$ cat config.mk
export PLATFORM = sky130hd
export DESIGN_NAME = cmd_submit_ctrl
export DESIGN_NICKNAME = d
export VERILOG_FILES = /design/src/rtl/cmd_submit_ctrl.sv
export SDC_FILE = /design/constraint.sdc
export NUM_CORES = 1
export LEC_CHECK = 0
export BUFFER_PORTS_ARGS = -buffer_cell sky130_fd_sc_hd__buf_4
export CORE_MARGIN = 2
export CORE_UTILIZATION = 35
export DETAILED_ROUTE_END_ITERATION = 10
export GPL_ROUTABILITY_DRIVEN = 0
export GPL_TIMING_DRIVEN = 0
export PLACE_DENSITY = 0.6
export SETUP_SLACK_MARGIN = 0.4
export SLEW_MARGIN = 20
export SYNTH_ARGS = -nofsm -noshare
export SYNTH_HDL_FRONTEND = slang
export SYNTH_SLANG_ARGS = --single-unit
$ cat constraint.sdc
create_clock -name i_clk -period 12.8 [get_ports i_clk]
set_clock_uncertainty 0.1 [all_clocks]
set_input_delay 0.64 -clock i_clk [delete_from_list [all_inputs] [get_ports i_clk]]
set_output_delay 0.64 -clock i_clk [all_outputs]
set_load 0.02 [all_outputs]
$ cat src/rtl/cmd_submit_ctrl.sv
// Command submission controller: latches a 4-word MMIO command and pushes it
// into the command FIFO once at least four words of space are free.
module cmd_submit_ctrl #(
  parameter int unsigned FIFO_DEPTH   = 4096,
  parameter int unsigned WAIT_TIMEOUT = 1024
) (
  input  logic        i_clk,
  input  logic        i_reset,
  input  logic [31:0] i_cmd_word0,
  input  logic [31:0] i_cmd_word1,
  input  logic [31:0] i_cmd_word2,
  input  logic [31:0] i_cmd_word3,
  input  logic        i_submit,
  input  logic [12:0] i_fifo_count,
  input  logic        i_clr_err,
  output logic        o_fifo_wen,
  output logic [31:0] o_fifo_wdata,
  output logic        o_busy,
  output logic        o_done,
  output logic [15:0] o_submit_cnt,
  output logic [15:0] o_drop_cnt,
  output logic        o_err_busy,
  output logic        o_err_timeout,
  output logic [2:0]  o_state
);

  localparam int unsigned SPACE_W    = 14;
  localparam int unsigned CNT_W      = 16;
  localparam int unsigned PUSH_WORDS = 4;
  localparam int unsigned WAIT_W     = (WAIT_TIMEOUT > 2) ? $clog2(WAIT_TIMEOUT) : 1;

  typedef enum logic [2:0] {
    S_IDLE  = 3'd0,
    S_CHECK = 3'd1,
    S_WAIT  = 3'd2,
    S_PUSH  = 3'd3,
    S_DONE  = 3'd4
  } state_t;

  state_t                   state;
  logic [3:0][31:0]         cmd_words;
  logic [1:0]               word_idx;
  logic [WAIT_W-1:0]        wait_cnt;

  logic [SPACE_W-1:0]       count_ext;
  logic [SPACE_W-1:0]       space;
  logic                     space_ok;
  logic                     wait_expired;
  logic                     busy_drop;
  logic                     timeout_drop;
  logic [1:0]               drop_inc;
  logic [CNT_W:0]           drop_sum;

  // Free space (overfull FIFO reads as zero) and drop events for this cycle.
  always_comb begin
    count_ext    = SPACE_W'(i_fifo_count);
    space        = '0;
    if (count_ext <= SPACE_W'(FIFO_DEPTH)) begin
      space = SPACE_W'(FIFO_DEPTH) - count_ext;
    end
    space_ok     = (space >= SPACE_W'(PUSH_WORDS));
    wait_expired = (wait_cnt == WAIT_W'(WAIT_TIMEOUT - 1));
    busy_drop    = i_submit && (state != S_IDLE);
    timeout_drop = (state == S_WAIT) && !space_ok && wait_expired;
    drop_inc     = {1'b0, busy_drop} + {1'b0, timeout_drop};
    drop_sum     = {1'b0, o_drop_cnt} + (CNT_W+1)'(drop_inc);
  end

  assign o_state = state;

  // Control FSM; write port outputs are registered alongside the state.
  always_ff @(posedge i_clk) begin
    if (i_reset) begin
      state        <= S_IDLE;
      cmd_words    <= '0;
      word_idx     <= '0;
      wait_cnt     <= '0;
      o_fifo_wen   <= 1'b0;
      o_fifo_wdata <= '0;
      o_busy       <= 1'b0;
      o_done       <= 1'b0;
    end else begin
      o_fifo_wen <= 1'b0;
      o_done     <= 1'b0;
      case (state)
        S_IDLE: begin
          if (i_submit) begin
            cmd_words <= {i_cmd_word3, i_cmd_word2, i_cmd_word1, i_cmd_word0};
            state     <= S_CHECK;
            o_busy    <= 1'b1;
          end
        end
        S_CHECK: begin
          if (space_ok) begin
            state        <= S_PUSH;
            word_idx     <= '0;
            o_fifo_wen   <= 1'b1;
            o_fifo_wdata <= cmd_words[0];
          end else begin
            state    <= S_WAIT;
            wait_cnt <= '0;
          end
        end
        S_WAIT: begin
          if (space_ok) begin
            state        <= S_PUSH;
            word_idx     <= '0;
            o_fifo_wen   <= 1'b1;
            o_fifo_wdata <= cmd_words[0];
          end else if (wait_expired) begin
            state  <= S_IDLE;
            o_busy <= 1'b0;
          end else begin
            wait_cnt <= wait_cnt + WAIT_W'(1);
          end
        end
        S_PUSH: begin
          // word_idx names the word currently on o_fifo_wdata.
          if (word_idx == 2'd3) begin
            state  <= S_DONE;
            o_done <= 1'b1;
          end else begin
            word_idx     <= word_idx + 2'd1;
            o_fifo_wen   <= 1'b1;
            o_fifo_wdata <= cmd_words[word_idx + 2'd1];
          end
        end
        S_DONE: begin
          state  <= S_IDLE;
          o_busy <= 1'b0;
        end
        default: begin
          state  <= S_IDLE;
          o_busy <= 1'b0;
        end
      endcase
    end
  end

  // Statistics counters and sticky error flags; a set event beats a clear.
  always_ff @(posedge i_clk) begin
    if (i_reset) begin
      o_submit_cnt  <= '0;
      o_drop_cnt    <= '0;
      o_err_busy    <= 1'b0;
      o_err_timeout <= 1'b0;
    end else begin
      if (state == S_DONE) begin
        o_submit_cnt <= o_submit_cnt + CNT_W'(1);
      end
      if (drop_inc != 2'd0) begin
        o_drop_cnt <= drop_sum[CNT_W] ? '1 : drop_sum[CNT_W-1:0];
      end
      o_err_busy    <= busy_drop    | (o_err_busy    & ~i_clr_err);
      o_err_timeout <= timeout_drop | (o_err_timeout & ~i_clr_err);
    end
  end

endmodule

==> summary.txt <==
DIE HEIGHT -> 168 µm
Vias in the first global route -> 8569
Sequential fraction of the synthesis area -> 0.452
RSZ-0062 raised after global routing -> false
I/O pin cnt -> 217
Core area -> 26200 µm²
CP Class -> primary input to register
Layout area overhead -> 31.4%
Gr usage total -> 0.211
CTS tree -> yes
Max-slew headroom -> 0.282
Hpwl dp -> 22.8 mm
Reg2Reg Depth -> 16
Resized cells post-CTS -> 0
Avg WL per Cell -> 17.4 µm
Critical Path AT -> 5.46 ns
Cell-internal power -> 1.35 mW
Port Buf Inserts -> 215
Hold depth -> 3
Yosys synthesis warning count -> 0
Nets -> 1551
Final Instance Count excl. Fillers -> 1750
Worst-path clk slew -> 0.06 ns
Tcrit/Tclk final -> 0.399
Htree depth -> 1
HP Class -> primary input to register
Hold EP -> cmd_words[54]
Initial DRC Count -> 659
Netlist cell types -> 56
FF+latch area -> 4240 µm²
CTS buffer count -> 24
Pwr dens -> 151 nW/µm²
Commonest cells post-synth -> nand2_1 (323), dfxtp_1 (212), a21oi_1 (150)
Grt ovf -> 0
Share of cells above drive strength 1 -> 0.216
DRT Wirelength -> 30.5 mm
Initial Utilization -> 0.359
Die W -> 168 µm
Clk_lat worst skew -> 0.52 ns
DRT Pass-1 Iters -> 5
Final setup vio count -> 0
CTS Root Cell -> clkbuf_16
Hold Buf Count CTS -> 0
Worst Path Required -> 13.15 ns
Core Util, Final -> 0.471
Reg power frac -> 0.400
Final max-slew violation count -> 0
CTS Buffer Depth -> 3
First-pass GRT wire length -> 47.0 mm
Reg2reg end -> o_drop_cnt[7]
Area taken by multi-input logic gates -> 4600 µm²
Filler instances -> 2619
Initial antenna violation count -> 0
Worst reg2reg startpoint -> wait_cnt[0]
Placed cells -> 1706
Status -> finished, final reports clean
Asr flop ratio synth -> 0
Die area -> 28200 µm²
EDFF count, synth -> 0
Mapped cell area -> 9400 µm²
Nature of the critical path endpoint -> register
Slew @ Worst Pin -> 1.07 ns
Top_reg_cell synth -> dfxtp_1
Syn avg cell area -> 8.13 µm²
NetSw -> 521 µW
Synth Net Count -> 1310
Crit path max fanout -> 10
Post-synth top area cell -> dfxtp_1
Top-count cell post-synth -> nand2_1
Leakage power -> 4.69 nW
DR vias/cell -> 5.13
Seq cells post-synth -> 212
Synth top area share -> 0.452
DR vias -> 8979
Clock power share -> 0.418
Area contributors post-synth -> dfxtp_1 (45%), nand2_1 (13%), a21oi_1 (8.0%)
Site Rows -> 59
Final hold vios -> 0
DRC -> 0
Setup TNS -> 0 ns
ANT nets after route -> 0
HP Start -> i_cmd_word1[22]
Startpoint Class -> primary input
R2R Setup Slk -> 8.24 ns
Largest net degree at the start of global routing -> 14
ANT cells -> 0
Fmax achieved -> 196 MHz
Switching Share -> 0.279
Peak supply drop -> 0.0000737 V
Synthesized instance count -> 1156
Setup bufs post-CTS -> 0
Max_cap viols -> 0
Gate power share -> 0.183
Tmin final -> 5.11 ns
Clock sink total -> 212
==> flip-flops by register name (all words and copies together), names as in the netlist <==
signal and count:
cmd_words 128, o_busy 1, o_done 1, o_drop_cnt 16, o_err_busy 1, o_err_timeout 1, o_fifo_wdata 32, o_fifo_wen 1
o_state 3, o_submit_cnt 16, wait_cnt 10, word_idx 2
==> final cells by class <==
class | count | area share
sequential | 212 | 0.344
tap | 335 | 0.0340
clock buffer | 33 | 0.0588
buffer | 87 | 0.0308
clock inverter | 11 | 0.0153
multi-input combinational | 810 | 0.372
inverter | 47 | 0.0143
timing repair buffer | 215 | 0.131
==> power by group through the flow <==
| stage | clock [mW] | sequential (mW) | combinational [mW] |
|---|---|---|---|
| 2_1_floorplan | 0 | 0.775 | 0.186 |
| 3_3_place_gp | 0 | 0.760 | 0.338 |
| 3_5_place_dp | 0 | 0.761 | 0.342 |
| 4_1_cts | 0.793 | 0.747 | 0.342 |
| 5_1_grt | 0.820 | 0.753 | 0.373 |
| 6_report | 0.781 | 0.747 | 0.341 |
==> cell usage in the layout (no fill, tap or decap), types with 25 or more instances in the layout <==
cell and count:
nand2_1 323, buf_4 215, dfxtp_1 212, a21oi_1 150, clkbuf_1 76, inv_1 46
o21ai_0 40, nor2_1 39, mux2i_1 37, a221oi_1 36, a221oi_2 30, clkbuf_16 25
==> worst max-delay path by stage <==
stage | start | to | slack (ns)
finish | i_fifo_count[6] | o_drop_cnt[7] | 7.69
global route | i_fifo_count[6] | o_drop_cnt[7] | 7.28
CTS | i_fifo_count[6] | o_drop_cnt[7] | 7.78
detailed placement | i_fifo_count[6] | o_drop_cnt[7] | 7.23
global placement | i_fifo_count[6] | o_drop_cnt[7] | 7.25
floorplan | i_fifo_count[6] | o_drop_cnt[12] | 8.13
==> per-layer routing <==
| layer | up-vias | GRT usage | wire, µm |
|---|---|---|---|
| met5 | - | 0 | 0 |
| met4 | 0 | 0.0616 | 827 |
| met3 | 56 | 0.0336 | 1690 |
| met2 | 266 | 0.342 | 13800 |
| met1 | 4169 | 0.290 | 14200 |
| li1 | 4488 | - | - |
==> logic make-up after synthesis <==
family	count (synthesis)	synth area share
AND/OR/NAND/NOR	454	0.205
AO/OA/AOI/OAI	291	0.214
flip-flops	212	0.452
buffers and inverters	134	0.0592
multiplexers	37	0.0394
XOR/XNOR	19	0.0177
adder cells (fa/ha/maj)	9	0.0128
==> worst max-delay path, stage by stage <==
cell,delay [ns]
buf_4,0.13
or4_4,0.56
or3_1,0.36
nand3_1,0.09
o2111a_2,0.21
a21o_1,0.27
buf_2,0.28
nand3_1,0.17
ha_1,0.34
ha_1,0.15
inv_1,0.05
fa_1,0.39
nor2_1,0.21
nand2_1,0.10
nor3_1,0.77
nand2_1,0.43
o21a_1,0.21
nor2_1,0.07
==> through the flow <==
| step | total power, mW | cell area, µm² | hold WS (ns) | setup WS (ns) |
|---|---|---|---|---|
| floorplan | 0.961 | 9400 | 0.336 | 8.13 |
| CTS | 1.88 | 12300 | 0.248 | 7.78 |
| global route | 1.95 | 12300 | 0.261 | 7.28 |
| finish | 1.87 | 12300 | 0.268 | 7.69 |
| detailed placement | 1.10 | 11400 | 0.346 | 7.23 |
| global placement | 1.10 | 11400 | 0.342 | 7.25 |
Power figures use the tool's default switching activity.
